--- config.mk ---
export PLATFORM = sky130hd
export DESIGN_NAME = iface_responder_flat
export DESIGN_NICKNAME = d
export VERILOG_FILES = /design/src/rtl/iface_pkg.sv /design/src/rtl/iface_responder_if.sv /design/src/rtl/iface_status_bank.sv /design/src/rtl/iface_responder.sv /design/src/flat_wrapper.sv
export SDC_FILE = /design/constraint.sdc
export NUM_CORES = 1
export LEC_CHECK = 0
export CORE_ASPECT_RATIO = 0.6
export CORE_MARGIN = 3
export CORE_UTILIZATION = 54
export CTS_CLUSTER_SIZE = 8
export DETAILED_ROUTE_END_ITERATION = 6
export PLACE_DENSITY = 0.85
export RECOVER_POWER = 100
export SETUP_SLACK_MARGIN = 0.1
export SKIP_CTS_REPAIR_TIMING = 1
export SLEW_MARGIN = 20
export SYNTH_ARGS = -nofsm -noshare
export SYNTH_HDL_FRONTEND = slang
export SYNTH_SLANG_ARGS = --single-unit
--- constraint.sdc ---
create_clock -name chip_clk -period 3.4 [get_ports chip_clk]
set_clock_uncertainty 0.1 [all_clocks]
set_input_delay 0.34 -clock chip_clk [delete_from_list [all_inputs] [get_ports chip_clk]]
set_output_delay 0.34 -clock chip_clk [all_outputs]
set_load 0.1 [all_outputs]
--- src/rtl/iface_pkg.sv ---
// Shared constants, CSR offsets and FSM state encoding for the interface responder.
package iface_pkg;

    localparam int          AW_DEFAULT     = 22;
    localparam int          DW_DEFAULT     = 16;
    localparam logic [15:0] ID_VAL_DEFAULT = 16'hA55A;
    localparam logic [15:0] DEAD_CODE      = 16'hDEAD;

    localparam logic [3:0] CSR_ID        = 4'h0;
    localparam logic [3:0] CSR_CTRL      = 4'h1;
    localparam logic [3:0] CSR_STATUS    = 4'h2;
    localparam logic [3:0] CSR_SCRATCH   = 4'h3;
    localparam logic [3:0] CSR_TOKEN_CNT = 4'h4;
    localparam logic [3:0] CSR_DROP_CNT  = 4'h5;

    typedef enum logic [1:0] {
        ST_IDLE,
        ST_MEM_REQ,
        ST_MEM_WAIT,
        ST_RESP
    } state_t;

endpackage

--- src/rtl/iface_responder_if.sv ---
// Host request/response bus plus the downstream memory request bus of the responder.
interface iface_responder_if
    import iface_pkg::*;
#(
    parameter int AW = AW_DEFAULT,
    parameter int DW = DW_DEFAULT
);
    logic [AW-1:0] interface_addr;
    logic          interface_wen;
    logic [DW-1:0] interface_wdata;
    logic          interface_ren;
    logic [DW-1:0] interface_rdata;
    logic          interface_rvalid;
    logic          mem_req;
    logic          mem_we;
    logic [AW-2:0] mem_addr;
    logic [DW-1:0] mem_wdata;
    logic          mem_gnt;
    logic          mem_rvalid;
    logic [DW-1:0] mem_rdata;

    modport master (
        output interface_addr, interface_wen, interface_wdata, interface_ren,
        output mem_gnt, mem_rvalid, mem_rdata,
        input  interface_rdata, interface_rvalid,
        input  mem_req, mem_we, mem_addr, mem_wdata
    );

    modport slave (
        input  interface_addr, interface_wen, interface_wdata, interface_ren,
        input  mem_gnt, mem_rvalid, mem_rdata,
        output interface_rdata, interface_rvalid,
        output mem_req, mem_we, mem_addr, mem_wdata
    );

endinterface

--- src/rtl/iface_status_bank.sv ---
// Sticky status bits (clear-on-read, set wins) plus token and drop counters.
module iface_status_bank (
    input  logic        chip_clk,
    input  logic        asyn_rst_n,
    input  logic [7:0]  state_end,
    input  logic        token_finish,
    input  logic        status_clear,
    input  logic        drop_inc,
    output logic [8:0]  status,
    output logic [15:0] token_cnt,
    output logic [15:0] drop_cnt
);

    // New events OR in after the clear so a pulse coinciding with a read survives.
    always_ff @(posedge chip_clk or negedge asyn_rst_n) begin
        if (!asyn_rst_n) begin
            status    <= '0;
            token_cnt <= '0;
            drop_cnt  <= '0;
        end else begin
            status    <= (status & ~{9{status_clear}}) | {token_finish, state_end};
            token_cnt <= token_cnt + {15'd0, token_finish};
            if (drop_inc && (drop_cnt != 16'hFFFF)) begin
                drop_cnt <= drop_cnt + 16'd1;
            end
        end
    end

endmodule

--- src/rtl/iface_responder.sv ---
// Host-facing responder: decodes CSR accesses locally, forwards the upper window to memory.
module iface_responder
    import iface_pkg::*;
#(
    parameter int          AW      = AW_DEFAULT,
    parameter int          DW      = DW_DEFAULT,
    parameter int          TIMEOUT = 255,
    parameter logic [15:0] ID_VAL  = ID_VAL_DEFAULT
) (
    input  logic               chip_clk,
    input  logic               asyn_rst_n,
    iface_responder_if.slave   bus,
    input  logic [7:0]         state_end,
    input  logic               token_finish,
    output logic               ctrl_start,
    output logic [14:0]        ctrl_cfg
);

    localparam int TW = $clog2(TIMEOUT + 1);

    state_t        state, state_nxt;
    logic [AW-2:0] addr_q;
    logic [DW-1:0] wdata_q;
    logic [DW-1:0] rdata_q;
    logic          we_q;
    logic          csr_rvalid_q;
    logic [TW-1:0] tmr;
    logic [15:0]   scratch;
    logic [15:0]   csr_rdata;
    logic [8:0]    status;
    logic [15:0]   token_cnt;
    logic [15:0]   drop_cnt;

    logic       idle, is_mem, acc_wr, acc_rd, drop_inc;
    logic       csr_wr, csr_rd, mem_start, timed_out, status_clear;
    logic [3:0] csr_off;

    assign idle         = (state == ST_IDLE);
    assign is_mem       = bus.interface_addr[AW-1];
    assign csr_off      = bus.interface_addr[3:0];
    assign acc_wr       = idle & bus.interface_wen;
    assign acc_rd       = idle & bus.interface_ren & ~bus.interface_wen;
    assign drop_inc     = (~idle & (bus.interface_wen | bus.interface_ren))
                        | (idle & bus.interface_wen & bus.interface_ren);
    assign csr_wr       = acc_wr & ~is_mem;
    assign csr_rd       = acc_rd & ~is_mem;
    assign mem_start    = (acc_wr | acc_rd) & is_mem;
    assign timed_out    = (tmr == TW'(TIMEOUT - 1));
    assign status_clear = csr_rd & (csr_off == CSR_STATUS);

    iface_status_bank u_status_bank (
        .chip_clk     (chip_clk),
        .asyn_rst_n   (asyn_rst_n),
        .state_end    (state_end),
        .token_finish (token_finish),
        .status_clear (status_clear),
        .drop_inc     (drop_inc),
        .status       (status),
        .token_cnt    (token_cnt),
        .drop_cnt     (drop_cnt)
    );

    always_ff @(posedge chip_clk or negedge asyn_rst_n) begin
        if (!asyn_rst_n) begin
            state <= ST_IDLE;
        end else begin
            state <= state_nxt;
        end
    end

    always_comb begin
        state_nxt = state;
        case (state)
            ST_IDLE:     if (mem_start) state_nxt = ST_MEM_REQ;
            ST_MEM_REQ:  if (bus.mem_gnt) state_nxt = we_q ? ST_IDLE : ST_MEM_WAIT;
            ST_MEM_WAIT: if (bus.mem_rvalid || timed_out) state_nxt = ST_RESP;
            ST_RESP:     state_nxt = ST_IDLE;
            default:     state_nxt = ST_IDLE;
        endcase
    end

    always_comb begin
        csr_rdata = 16'h0000;
        case (csr_off)
            CSR_ID:        csr_rdata = ID_VAL;
            CSR_CTRL:      csr_rdata = {ctrl_cfg, 1'b0};
            CSR_STATUS:    csr_rdata = {7'd0, status};
            CSR_SCRATCH:   csr_rdata = scratch;
            CSR_TOKEN_CNT: csr_rdata = token_cnt;
            CSR_DROP_CNT:  csr_rdata = drop_cnt;
            default:       csr_rdata = 16'h0000;
        endcase
    end

    // Timer restarts on grant; mem_rvalid wins over a timeout landing in the same cycle.
    always_ff @(posedge chip_clk or negedge asyn_rst_n) begin
        if (!asyn_rst_n) begin
            addr_q       <= '0;
            wdata_q      <= '0;
            we_q         <= 1'b0;
            rdata_q      <= '0;
            csr_rvalid_q <= 1'b0;
            tmr          <= '0;
            scratch      <= '0;
            ctrl_cfg     <= '0;
            ctrl_start   <= 1'b0;
        end else begin
            ctrl_start   <= csr_wr & (csr_off == CSR_CTRL) & bus.interface_wdata[0];
            csr_rvalid_q <= csr_rd;
            if (csr_wr && (csr_off == CSR_CTRL))    ctrl_cfg <= bus.interface_wdata[15:1];
            if (csr_wr && (csr_off == CSR_SCRATCH)) scratch  <= bus.interface_wdata[15:0];
            if (csr_rd) rdata_q <= DW'(csr_rdata);
            if (mem_start) begin
                addr_q  <= bus.interface_addr[AW-2:0];
                wdata_q <= bus.interface_wdata;
                we_q    <= bus.interface_wen;
            end
            if ((state == ST_MEM_REQ) && bus.mem_gnt) begin
                tmr <= '0;
            end else if (state == ST_MEM_WAIT) begin
                tmr <= tmr + TW'(1);
            end
            if (state == ST_MEM_WAIT) begin
                if (bus.mem_rvalid)  rdata_q <= bus.mem_rdata;
                else if (timed_out)  rdata_q <= DW'(DEAD_CODE);
            end
        end
    end

    assign bus.mem_req          = (state == ST_MEM_REQ);
    assign bus.mem_we           = (state == ST_MEM_REQ) & we_q;
    assign bus.mem_addr         = addr_q;
    assign bus.mem_wdata        = wdata_q;
    assign bus.interface_rdata  = rdata_q;
    assign bus.interface_rvalid = csr_rvalid_q | (state == ST_RESP);

endmodule

--- src/flat_wrapper.sv ---
// flat-port wrapper written by rule: the top's interface ports become plain ports
module iface_responder_flat import iface_pkg::*;
#(
    parameter int          AW      = AW_DEFAULT,
    parameter int          DW      = DW_DEFAULT,
    parameter int          TIMEOUT = 255,
    parameter logic [15:0] ID_VAL  = ID_VAL_DEFAULT
)
  (chip_clk, asyn_rst_n, state_end, token_finish, ctrl_start, ctrl_cfg, bus_interface_addr, bus_interface_wen, bus_interface_wdata, bus_interface_ren, bus_mem_gnt, bus_mem_rvalid, bus_mem_rdata, bus_interface_rdata, bus_interface_rvalid, bus_mem_req, bus_mem_we, bus_mem_addr, bus_mem_wdata);
  iface_responder_if #(.AW(AW), .DW(DW)) bus_i ();
  input  logic chip_clk;
  input  logic asyn_rst_n;
  input  logic [7:0] state_end;
  input  logic token_finish;
  output logic ctrl_start;
  output logic [14:0] ctrl_cfg;
  input wire logic [$bits(bus_i.interface_addr)-1:0] bus_interface_addr;
  input wire logic [$bits(bus_i.interface_wen)-1:0] bus_interface_wen;
  input wire logic [$bits(bus_i.interface_wdata)-1:0] bus_interface_wdata;
  input wire logic [$bits(bus_i.interface_ren)-1:0] bus_interface_ren;
  input wire logic [$bits(bus_i.mem_gnt)-1:0] bus_mem_gnt;
  input wire logic [$bits(bus_i.mem_rvalid)-1:0] bus_mem_rvalid;
  input wire logic [$bits(bus_i.mem_rdata)-1:0] bus_mem_rdata;
  output wire logic [$bits(bus_i.interface_rdata)-1:0] bus_interface_rdata;
  output wire logic [$bits(bus_i.interface_rvalid)-1:0] bus_interface_rvalid;
  output wire logic [$bits(bus_i.mem_req)-1:0] bus_mem_req;
  output wire logic [$bits(bus_i.mem_we)-1:0] bus_mem_we;
  output wire logic [$bits(bus_i.mem_addr)-1:0] bus_mem_addr;
  output wire logic [$bits(bus_i.mem_wdata)-1:0] bus_mem_wdata;
  assign bus_i.interface_addr = bus_interface_addr;
  assign bus_i.interface_wen = bus_interface_wen;
  assign bus_i.interface_wdata = bus_interface_wdata;
  assign bus_i.interface_ren = bus_interface_ren;
  assign bus_i.mem_gnt = bus_mem_gnt;
  assign bus_i.mem_rvalid = bus_mem_rvalid;
  assign bus_i.mem_rdata = bus_mem_rdata;
  assign bus_interface_rdata = bus_i.interface_rdata;
  assign bus_interface_rvalid = bus_i.interface_rvalid;
  assign bus_mem_req = bus_i.mem_req;
  assign bus_mem_we = bus_i.mem_we;
  assign bus_mem_addr = bus_i.mem_addr;
  assign bus_mem_wdata = bus_i.mem_wdata;
  iface_responder #(.AW(AW), .DW(DW), .TIMEOUT(TIMEOUT), .ID_VAL(ID_VAL)) u_core (.chip_clk(chip_clk), .asyn_rst_n(asyn_rst_n), .bus(bus_i), .state_end(state_end), .token_finish(token_finish), .ctrl_start(ctrl_start), .ctrl_cfg(ctrl_cfg));
endmodule
### Word-level counts from Yosys, hierarchy flattened

Index checks and enable logic that the tools add are counted.
Widths: inputs -> output; s select.

| storage, ports and cells | value |
|---|---|
| bits in registers | 138 |
| input port bits | 69 |
| output and inout port bits | 72 |
| word-level logic and storage cells | 72 |

| operators by class | value |
|---|---|
| $add $sub $neg | 3 |
| equal/unequal tests | 13 |
| muxes and demuxes | 12 |
| bitwise gates (word level) | 22 |
| reduce and logical (&&, ||, !) cells | 9 |

Operators by type and width:

| operator | number |
|---|---|
| $pmux 16 s6 | 1 |
| $mux 16 | 4 |
| $add 16x1->16 | 1 |
| $add 16x1->16 const B | 1 |
| $mux 8 | 2 |
| $ne 16x16->1 const B | 1 |
| $and 1x1->1 | 12 |
| $and 9x9->9 | 1 |
| $not 9->9 | 1 |
| $or 9x9->9 | 1 |
| $add 8x1->8 const B | 1 |
| $eq 4x2->1 const B | 2 |
| $eq 4x3->1 const B | 2 |
| $eq 8x8->1 const B | 1 |
| $mux 2 | 4 |
| $pmux 2 s4 | 1 |
| $eq 2x2->1 const B | 2 |
| $eq 4x1->1 const B | 1 |
| $logic_and 1x1->1 | 4 |
| $logic_not 4->1 | 1 |
| $ne 2x2->1 const B | 2 |
| $or 1x1->1 | 4 |
| $not 1->1 | 3 |
| $reduce_and 3->1 | 1 |
| 5 further kinds | 5 |

### Depth between registers and ports, before layout

Gate-level depths: netlist of run 1.

| depth | value |
|---|---|
| word-level depth | 8 |
| mapped depth | 8 |

### Modules after synthesis

A second synthesis of run 1 with hierarchy kept.

| second synthesis, totals | value |
|---|---|
| cells, all modules | 544 |
| area total of the unflattened synthesis | 6459.9 um2 |

Modules (own cells, without submodules):

| module | times used | cells each | area an instance (um2) |
|---|---|---|---|
| iface_responder | 1 | 390 | 4669.5 |
| iface_status_bank | 1 | 154 | 1790.5 |

### Worst setup path before layout of run 1

Ideal clock, no wire load.

| path | value |
|---|---|
| path kind | reg-to-output |
| from | reg u_core.state[0] |
| to | out bus_mem_we |
| arrival | 2.832 ns |
| slack | 0.128 ns |
| cell stages (with the launch flop) | 3 |
| path buffers | 0 |
| path through | dfrtp_1 > nor2b_1 > and2_1 |

| between the ends | value |
|---|---|
| cells in the longest elaborated chain, start to end | 2 |

RTL lines:

| element | line | text |
|---|---|---|
| start: declaration | iface_responder.sv:21 | `state_t state, state_nxt;` |
| start signal: assignment | iface_responder.sv:67 | `state <= state_nxt;` |
| $eq 2x1->1 | n/a |  |
| named net bus_mem_req | flat_wrapper.sv:26 | `output wire logic [$bits(bus_i.mem_req)-1:0] bus_mem_req;` |
| $and 1x1->1 | iface_responder.sv:131 | `assign bus.mem_we = (state == ST_MEM_REQ) & we_q;` |
| end: declaration | flat_wrapper.sv:27 | `output wire logic [$bits(bus_i.mem_we)-1:0] bus_mem_we;` |

The timed path passes the listed nets, and every way through them passes these cells.

### Final worst setup path of run 1

| path | value |
|---|---|
| from | reg u_core.state[0] |
| to | out bus_mem_we |

| between the ends | value |
|---|---|
| cells in the longest elaborated chain, start to end | 2 |

RTL lines:

| element | line |
|---|---|
| $eq 2x1->1 | iface_responder.sv:131 |
| $and 1x1->1 | iface_responder.sv:131 |

Every way passes these cells.

==> results.ini, run 1 <==
[outcome]
status=complete, but fails checks
violations=max-capacitance violations, max-slew violations

[critical_path]
slowest_stage=clkbuf_1
worst-setup-path-type=flop to primary output
critPathArrivalTime_ns=2.29
cp.required_ns=2.96
path_cells=nor2b_1, and2_1, clkbuf_1
crit_path_end_kind=primary output
rr_worst_depth=5
cpPeakStageDelay_ns=0.86
r2r_slack_ns=0.70
crit_fanout=8
start_kind=flop

[floorplan]
die_h_um=89.5
start_util_pct=57.4
coreArea_um2=10900
pin_count=141
die_area_um2=13000
num_rows=29
fp.dieW_um=145

[synth]
ys_async_sr_fraction_pct=100
yosysWarnings=0
netlist_area_um2=6270
syn_inst=511
synth_edf_count=0
syn_avg_cell_area_um2=12.3
synth_seq_cells=138
ys_seq_area_share_pct=55.1
synth_ff_type=dfrtp_1
syn_nets=585
synth_cell_types=55

[global_route]
grt_pass1_vias=5032
grtUsageTotal_pct=27.4
met2_usage_pct=43.7
use_met3_pct=7.95
grt_pass1_wl_um=27300
busiest_layer=met2
met1_usage_pct=36.4
grt_max_degree=92
grt.overflow.total=0
grt_antenna_before_repair=0

[route]
vias_per_cell=5.94
ant_nets=0
wl_um=17300
post-route-drc-count=0
vias=4922
dr.pass1.iters=6
drt_iter0_drc=458
routedWlPerCell_um=20.9

[layout]
design_area_um2=8310
fill_cells=702
antenna_cells=0
syn_to_final_growth_pct=32.5
drive_above_1_share_pct=15.8
fin_nets=734

[power_and_ir_drop]
powerDensity_nw_per_um2=1100
p_leak_nw=3.63
worst_ir_drop_vdd_mv=0.935

[sta]
fmax_mhz=366
min_period_ns=2.73
hold_violations=0
tns_ns=0
setup_violations=0
rsz0062_at_grt=no
max_slew.worst_pin.slew_ns=2.24
finalCritPeriodShare_pct=80.3
final_max_slew_viol_count=91
relSlewSlack_pct=-49.2

[cts]
cts_buffers=17
clk_pin_slew_ns=0.06
cts_sinks=138
cts_tree=done
clockRootBuffer=clkbuf_16
cts.path.max_buffers=2
htreeDepth=4
insertion_delay_ns=0.42

[place]
dp_hpwl_um=12600
gp_congestion=0.918
io_buffers=140
place_area_um2=7840

[min_path]
hold_depth=1
hp-class=flop to flop

[flow_run]
cap_viol_max_count=1

[worst max-delay path, delay by kind of cell, from the launching register on]
kind	cells	cell delay, ns
buf+inv	1	0.86
flops	1	0.49
simple gates	2	0.52
[sequential cells by signal (all words and copies together) (netlist names), named ones only]
name,count
u_core.u_status_bank.status,9
u_core.bus.mem_addr,21
u_core.state,1
u_core.ctrl_start,1
u_core.bus.interface_rdata,16
u_core.u_status_bank.drop_cnt,16
u_core.ctrl_cfg,15
u_core.scratch,16
u_core.bus.mem_wdata,16
u_core.we_q,1
u_core.csr_rvalid_q,1
u_core.u_status_bank.token_cnt,16
u_core.tmr,8
[cell usage after synthesis (8+ instances only)]
library cell	count	area share, %
dfrtp_1	138	55
mux2_2	64	11
nand2_1	33	2.0
nor2_1	29	1.7
xnor2_1	22	3.1
nand3_1	18	1.4
o21ai_0	18	1.4
a21oi_1	17	1.4
mux2i_1	15	2.4
buf_2	13	1.0
a21o_1	12	1.4
mux2_4	11	2.6
nand4_1	11	1.1
inv_1	8	0.48
[report_power, final]
part           internal, mW  switching (mW)  total, mW
Combinational          1.12            3.66       4.78
Clock                  1.02           0.762       1.78
Sequential             2.19           0.423       2.61
Total                  4.33            4.85       9.17
[area by class of cell]
class	instances	area, um2	share of cell area, %
Inverter	10	37.5	0.452
Multi-Input combinational cell	344	2590	31.2
Timing Repair Buffer	149	1470	17.7
Clock inverter	15	138	1.66
Tap cell	155	194	2.34
Sequential cell	138	3450	41.6
Clock buffer	17	425	5.12
[placed cells by master (no fill, tap or decap), types with 5 or more instances in the layout]
cell and count:
dfrtp_1 138, dlygate4sd3_1 73, mux2_2 64, clkdlybuf4s50_1 64, nand2_1 35, nor2_1 29
xnor2_1 22, o21ai_0 22, nand3_1 18, a21oi_1 17, clkbuf_16 17, mux2i_1 15
a21o_1 12, mux2_1 12, nand4_1 11, inv_1 9, nand2b_1 7, inv_6 7
xor2_1 6, and3_1 6, a221oi_1 6, a32oi_1 5, ha_1 5, buf_4 5
[per-stage QoR]
stage | worst slack [ns] | cells | util [%] | power, mW | hold slack [ns]
final | 0.668 | 828 | 76.0 | 9.17 | 0.376
after global routing | 0.438 | 828 | 76.0 | 9.51 | 0.376
after CTS | 0.894 | 827 | 76.9 | 9.42 | -0.0676
after detailed placement | 0.663 | 795 | 71.8 | 7.62 | 0.364
after global placement | 0.736 | 795 | 71.8 | 7.50 | 0.360
after floorplan | 0.128 | 511 | - | 6.31 | -0.0556
[worst paths after layout]
path / from / end
min reg2reg: u_core.u_status_bank.token_cnt[10] / u_core.u_status_bank.token_cnt[10]
min in group asynchronous: asyn_rst_n / u_core.u_status_bank.drop_cnt[10]
max in group asynchronous: asyn_rst_n / u_core.u_status_bank.drop_cnt[7]
max: u_core.state[0] / bus_mem_we
min: u_core.u_status_bank.token_cnt[10] / u_core.u_status_bank.token_cnt[10]
max reg2reg: u_core.u_status_bank.drop_cnt[0] / u_core.u_status_bank.drop_cnt[15]
[logic make-up after synthesis]
| kind of cell | Yosys count | synth area share (%) |
|---|---|---|
| buf+inv | 29 | 2.30 |
| xor+xnor | 28 | 3.91 |
| flops | 138 | 55.1 |
| simple gates | 130 | 10.8 |
| compound gates | 90 | 10.2 |
| fa+ha+maj | 5 | 0.998 |
| mux | 91 | 16.7 |
[routing by layer]
layer  vias to the layer above  share of wire (%)
met4                         0                2.5
met3                        46                8.8
met1                      2464                 42
li1                       2163                  -
met5                         -                  0
met2                       249                 46
(Power assumes the default switching activity.)
==> run 2: changes to the inputs <==
--- a/config.mk
+++ b/config.mk
@@ -7,10 +7,10 @@
 export LEC_CHECK = 0
 export CORE_ASPECT_RATIO = 0.6
 export CORE_MARGIN = 3
-export CORE_UTILIZATION = 54
+export CORE_UTILIZATION = 46
 export CTS_CLUSTER_SIZE = 8
 export DETAILED_ROUTE_END_ITERATION = 6
-export PLACE_DENSITY = 0.85
+export PLACE_DENSITY = 0.77
 export RECOVER_POWER = 100
 export SETUP_SLACK_MARGIN = 0.1
 export SKIP_CTS_REPAIR_TIMING = 1
==> constraint.sdc (replaced) <==
create_clock -name chip_clk -period 2.22 [get_ports chip_clk]
set_clock_uncertainty 0.1 [all_clocks]
set_input_delay 0.222 -clock chip_clk [delete_from_list [all_inputs] [get_ports chip_clk]]
set_output_delay 0.222 -clock chip_clk [all_outputs]
set_load 0.1 [all_outputs]
==> results.ini, run 2 (synthesis gave the netlist of run 1 again) <==
[cts]
cts.path.max_buffers=2
clockRootBuffer=clkbuf_16
insertion_delay_ns=0.42
cts_buffers=17
cts_tree=done
htreeDepth=4
cts_sinks=138
clk_pin_slew_ns=0.06

[place]
gp_congestion=0.908
io_buffers=140
dp_hpwl_um=12600

[min_path]
hold_depth=2
hp-class=input port to flop
min_from=state_end[3]
hold_end=u_core.u_status_bank.status[3]

[route]
wl_um=17200
ant_nets=0
vias=4886
drt_iter0_drc=328
routedWlPerCell_um=19.9
dr.pass1.iters=5
vias_per_cell=5.66
post-route-drc-count=0

[global_route]
grt_antenna_before_repair=0
grt.overflow.total=0
grtUsageTotal_pct=23.5
grt_pass1_wl_um=27000
grt_max_degree=61
grt_pass1_vias=4864

[sta]
min_period_ns=2.06
max_slew.worst_pin.slew_ns=1.50
hold_violations=0
final_max_slew_viol_count=60
relSlewSlack_pct=-0.273
tns_ns=0
rsz0062_at_grt=no
finalCritPeriodShare_pct=92.9
fmax_mhz=485
setup_violations=0

[critical_path]
crit_path_end_kind=flop
crit_fanout=9
rr_worst_depth=6
timing.rr.end=u_core.bus.interface_rdata[5]
worst-setup-path-type=flop to flop
start_kind=flop
critPathArrivalTime_ns=2.30
cp.required_ns=2.46
r2r_slack_ns=0.16

[layout]
largest_reg_flops=21
layout_common_cells=dfrtp_1, clkbuf_2, clkdlybuf4s50_1, mux2_2, nand2_1
antenna_cells=0
final_common_cell=dfrtp_1
multi_input_area_um2=2620
seq_area_um2=3450
fin_nets=754
drive_above_1_share_pct=28.6
fill_cells=1026
syn_to_final_growth_pct=31.9

[floorplan]
coreArea_um2=13100
die_area_um2=15100
pin_count=141
start_util_pct=47.9
num_rows=32
fp.dieW_um=157
die_h_um=96.4

[outcome]
violations=max-capacitance violations, max-slew violations
status=complete, but fails checks

[flow_run]
cap_viol_max_count=1

-- run 2: metrics by stage --
stage	hold slack (ns)	utilization, %	worst slack (ns)	instance area (um2)	cells
floorplan	-0.174	-	0.287	6280	511
global placement	0.131	60.1	0.0955	7870	828
detailed placement	0.145	60.1	0.0584	7870	828
CTS	-0.296	65.2	0.0959	8530	860
global route	0.262	63.1	0.0615	8270	863
finish	0.271	63.1	0.158	8270	863
-- run 2: worst max-delay path, stage by stage (launching register included) --
cell	delay, ns
dfrtp_1	0.39
nor3_1	0.31
nand3b_1	0.25
inv_1	0.30
and2_0	0.30
o21ai_0	0.19
a21oi_1	0.15
-- run 2: cell type report --
cell class	count	area share [%]
sequential	138	41.8
tap	170	2.57
multi-input combinational	344	31.7
timing repair buffer	169	15.5
clock inverter	10	2.29
clock buffer	22	5.74
inverter	10	0.454
-- run 2: worst max-delay path by stage --
stage,start,to,slack [ns],cells past startpoint
final,flop,u_core.bus.interface_rdata[5],0.16,6
after global routing,flop,u_core.bus.interface_rdata[12],0.06,6
after CTS,u_core.u_status_bank.drop_cnt[0],u_core.u_status_bank.drop_cnt[1],0.1,5
after detailed placement,bus_interface_addr[2],u_core.bus.interface_rdata[9],0.06,6
after global placement,bus_interface_addr[2],u_core.bus.interface_rdata[9],0.1,6
after floorplan,u_core.state[0],bus_mem_we,0.29,2
-- run 2: metal layers --
layer | GRT usage (%) | part of all wire (%) | routed length, um | vias up
met5 | 0 | 0 | 0 | -
met4 | 5.61 | 1.1 | 181 | 0
met3 | 6.14 | 7.1 | 1210 | 24
met2 | 35.2 | 45 | 7820 | 202
met1 | 34.3 | 46 | 7980 | 2461
li1 | - | - | - | 2199
Power of run 2 is not shown: default switching activity piles up to over one toggle a cycle in this logic, so the estimate is an artifact.
==> run 3: changes to the inputs <==
==> constraint.sdc (replaced) <==
create_clock -name chip_clk -period 2.22 [get_ports chip_clk]
set_clock_uncertainty 0.1 [all_clocks]
set_input_delay 0.666 -clock chip_clk [delete_from_list [all_inputs] [get_ports chip_clk]]
set_output_delay 0.666 -clock chip_clk [all_outputs]
set_load 0.1 [all_outputs]
==> results.ini, run 3 (synthesis gave the netlist of run 1 again) <==
[min_path]
hp-class=input port to async pin

[critical_path]
crit_path_end_kind=flop
critPathArrivalTime_ns=2.37
r2r_slack_ns=0.12
timing.rr.end=u_core.u_status_bank.drop_cnt[1]
worst-setup-path-type=input port to flop
cp.required_ns=2.42
crit_fanout=10
start_kind=input port
rr_worst_depth=5
r2r-start=u_core.u_status_bank.drop_cnt[0]

[layout]
final_common_cell=dfrtp_1
syn_to_final_growth_pct=37.9
layout_common_cells=dfrtp_1, clkbuf_2, mux2_2, clkdlybuf4s50_1, buf_4
antenna_cells=0
largest_reg_flops=21
drive_above_1_share_pct=34.7
fin_nets=788
final_cells=897

[power_and_ir_drop]
p_sw_share_pct=52.9
p_leak_nw=4.00
p_comb_share_pct=51.5
p_int_mw=6.70
switching_power_mw=7.52
worst_ir_drop_vdd_mv=1.10
powerDensity_nw_per_um2=1650
pwr-share-clk_pct=20.2
seqPwrFrac_pct=28.3

[floorplan]
die_area_um2=15100
die_h_um=96.4
start_util_pct=47.9
fp.dieW_um=157
num_rows=32
pin_count=141
coreArea_um2=13100

[place]
io_buffers=140
post-place-ws_ns=-0.399
dp_hpwl_um=13300
gp_congestion=0.873
place_inst=856

[global_route]
grt_max_degree=47
grtUsageTotal_pct=24.2
grt_pass1_vias=5164
grt.overflow.total=0
grt_pass1_wl_um=27700
grt_antenna_before_repair=0

[route]
drt_iter0_drc=509
dr.pass1.iters=5
wl_um=18300
routedWlPerCell_um=20.4
ant_nets=0
vias=5096
vias_per_cell=5.68
post-route-drc-count=0

[sta]
finalCritPeriodShare_pct=97.7
relSlewSlack_pct=32.0
layout_setup_ws_ns=0.0504
setup_violations=0
rsz0062_at_grt=yes
hold_violations=0
fmax_mhz=461
final_max_slew_viol_count=0
tns_ns=0
min_period_ns=2.17
max_slew.worst_pin.slew_ns=1.02

[cts]
clockRootBuffer=clkbuf_16
cts_sinks=138
insertion_delay_ns=0.42
cts_buffers=17
htreeDepth=4
cts_tree=done
clk_pin_slew_ns=0.06
cts.path.max_buffers=2

[flow_run]
cap_viol_max_count=0

[outcome]
status=finished, final reports clean

## run 3: power by group through the flow
stage               combinational (mW)  clock [mW]  sequential, mW
global placement                  9.02           0            4.31
finish                            7.33        2.87            4.02
CTS                               9.17        2.91            4.34
floorplan                         1.63           0            8.07
detailed placement                9.13           0            4.36
global route                      7.61        3.01            4.13
## run 3: routing by layer
metal  vias to the layer above  part of all wire [%]  track usage (%)
met5                         -                     0                0
met4                         0                   1.8             7.94
met3                        32                   8.2             7.03
met2                       231                    46             36.9
met1                      2550                    44             33.7
li1                       2283                     -                -
## run 3: worst max-delay path: stages
cell and delay [ns]:
clkdlybuf4s50_1 0.42, nor3_1 0.27, and3_1 0.39, nand3_4 0.15
buf_12 0.17, mux2_4 0.30
## run 3: final cells by class
cell class / count / area (um2)
Clock buffer: 18 / 439
Clock inverter: 14 / 159
Fill cell: 976 / 4450
Inverter: 10 / 37.5
Multi-Input combinational cell: 344 / 2710
Sequential cell: 138 / 3450
Tap cell: 170 / 213
Timing Repair Buffer: 203 / 1630
## run 3: per-stage QoR
stage | total power, mW | instance area (um2) | utilization (%) | hold slack, ns
global placement | 13.3 | 9020 | 68.9 | 0.360
global route | 14.7 | 8640 | 66.0 | 0.385
floorplan | 9.69 | 6280 | - | 0.270
CTS | 16.4 | 9620 | 73.4 | 0.0494
detailed placement | 13.5 | 9020 | 68.9 | 0.366
finish | 14.2 | 8640 | 66.0 | 0.303
## run 3: worst max path at each step
stage	start	slack, ns	end	cells after the start
floorplan	u_core.state[0]	-0.02	bus_mem_we	2
global placement	bus_interface_addr[2]	-0.46	u_core.scratch[7]	7
detailed placement	bus_interface_addr[2]	-0.40	u_core.scratch[6]	7
CTS	bus_interface_addr[2]	0.03	u_core.scratch[6]	7
global route	bus_interface_addr[21]	0.03	u_core.ctrl_cfg[13]	6
finish	bus_interface_addr[21]	0.05	u_core.scratch[6]	6
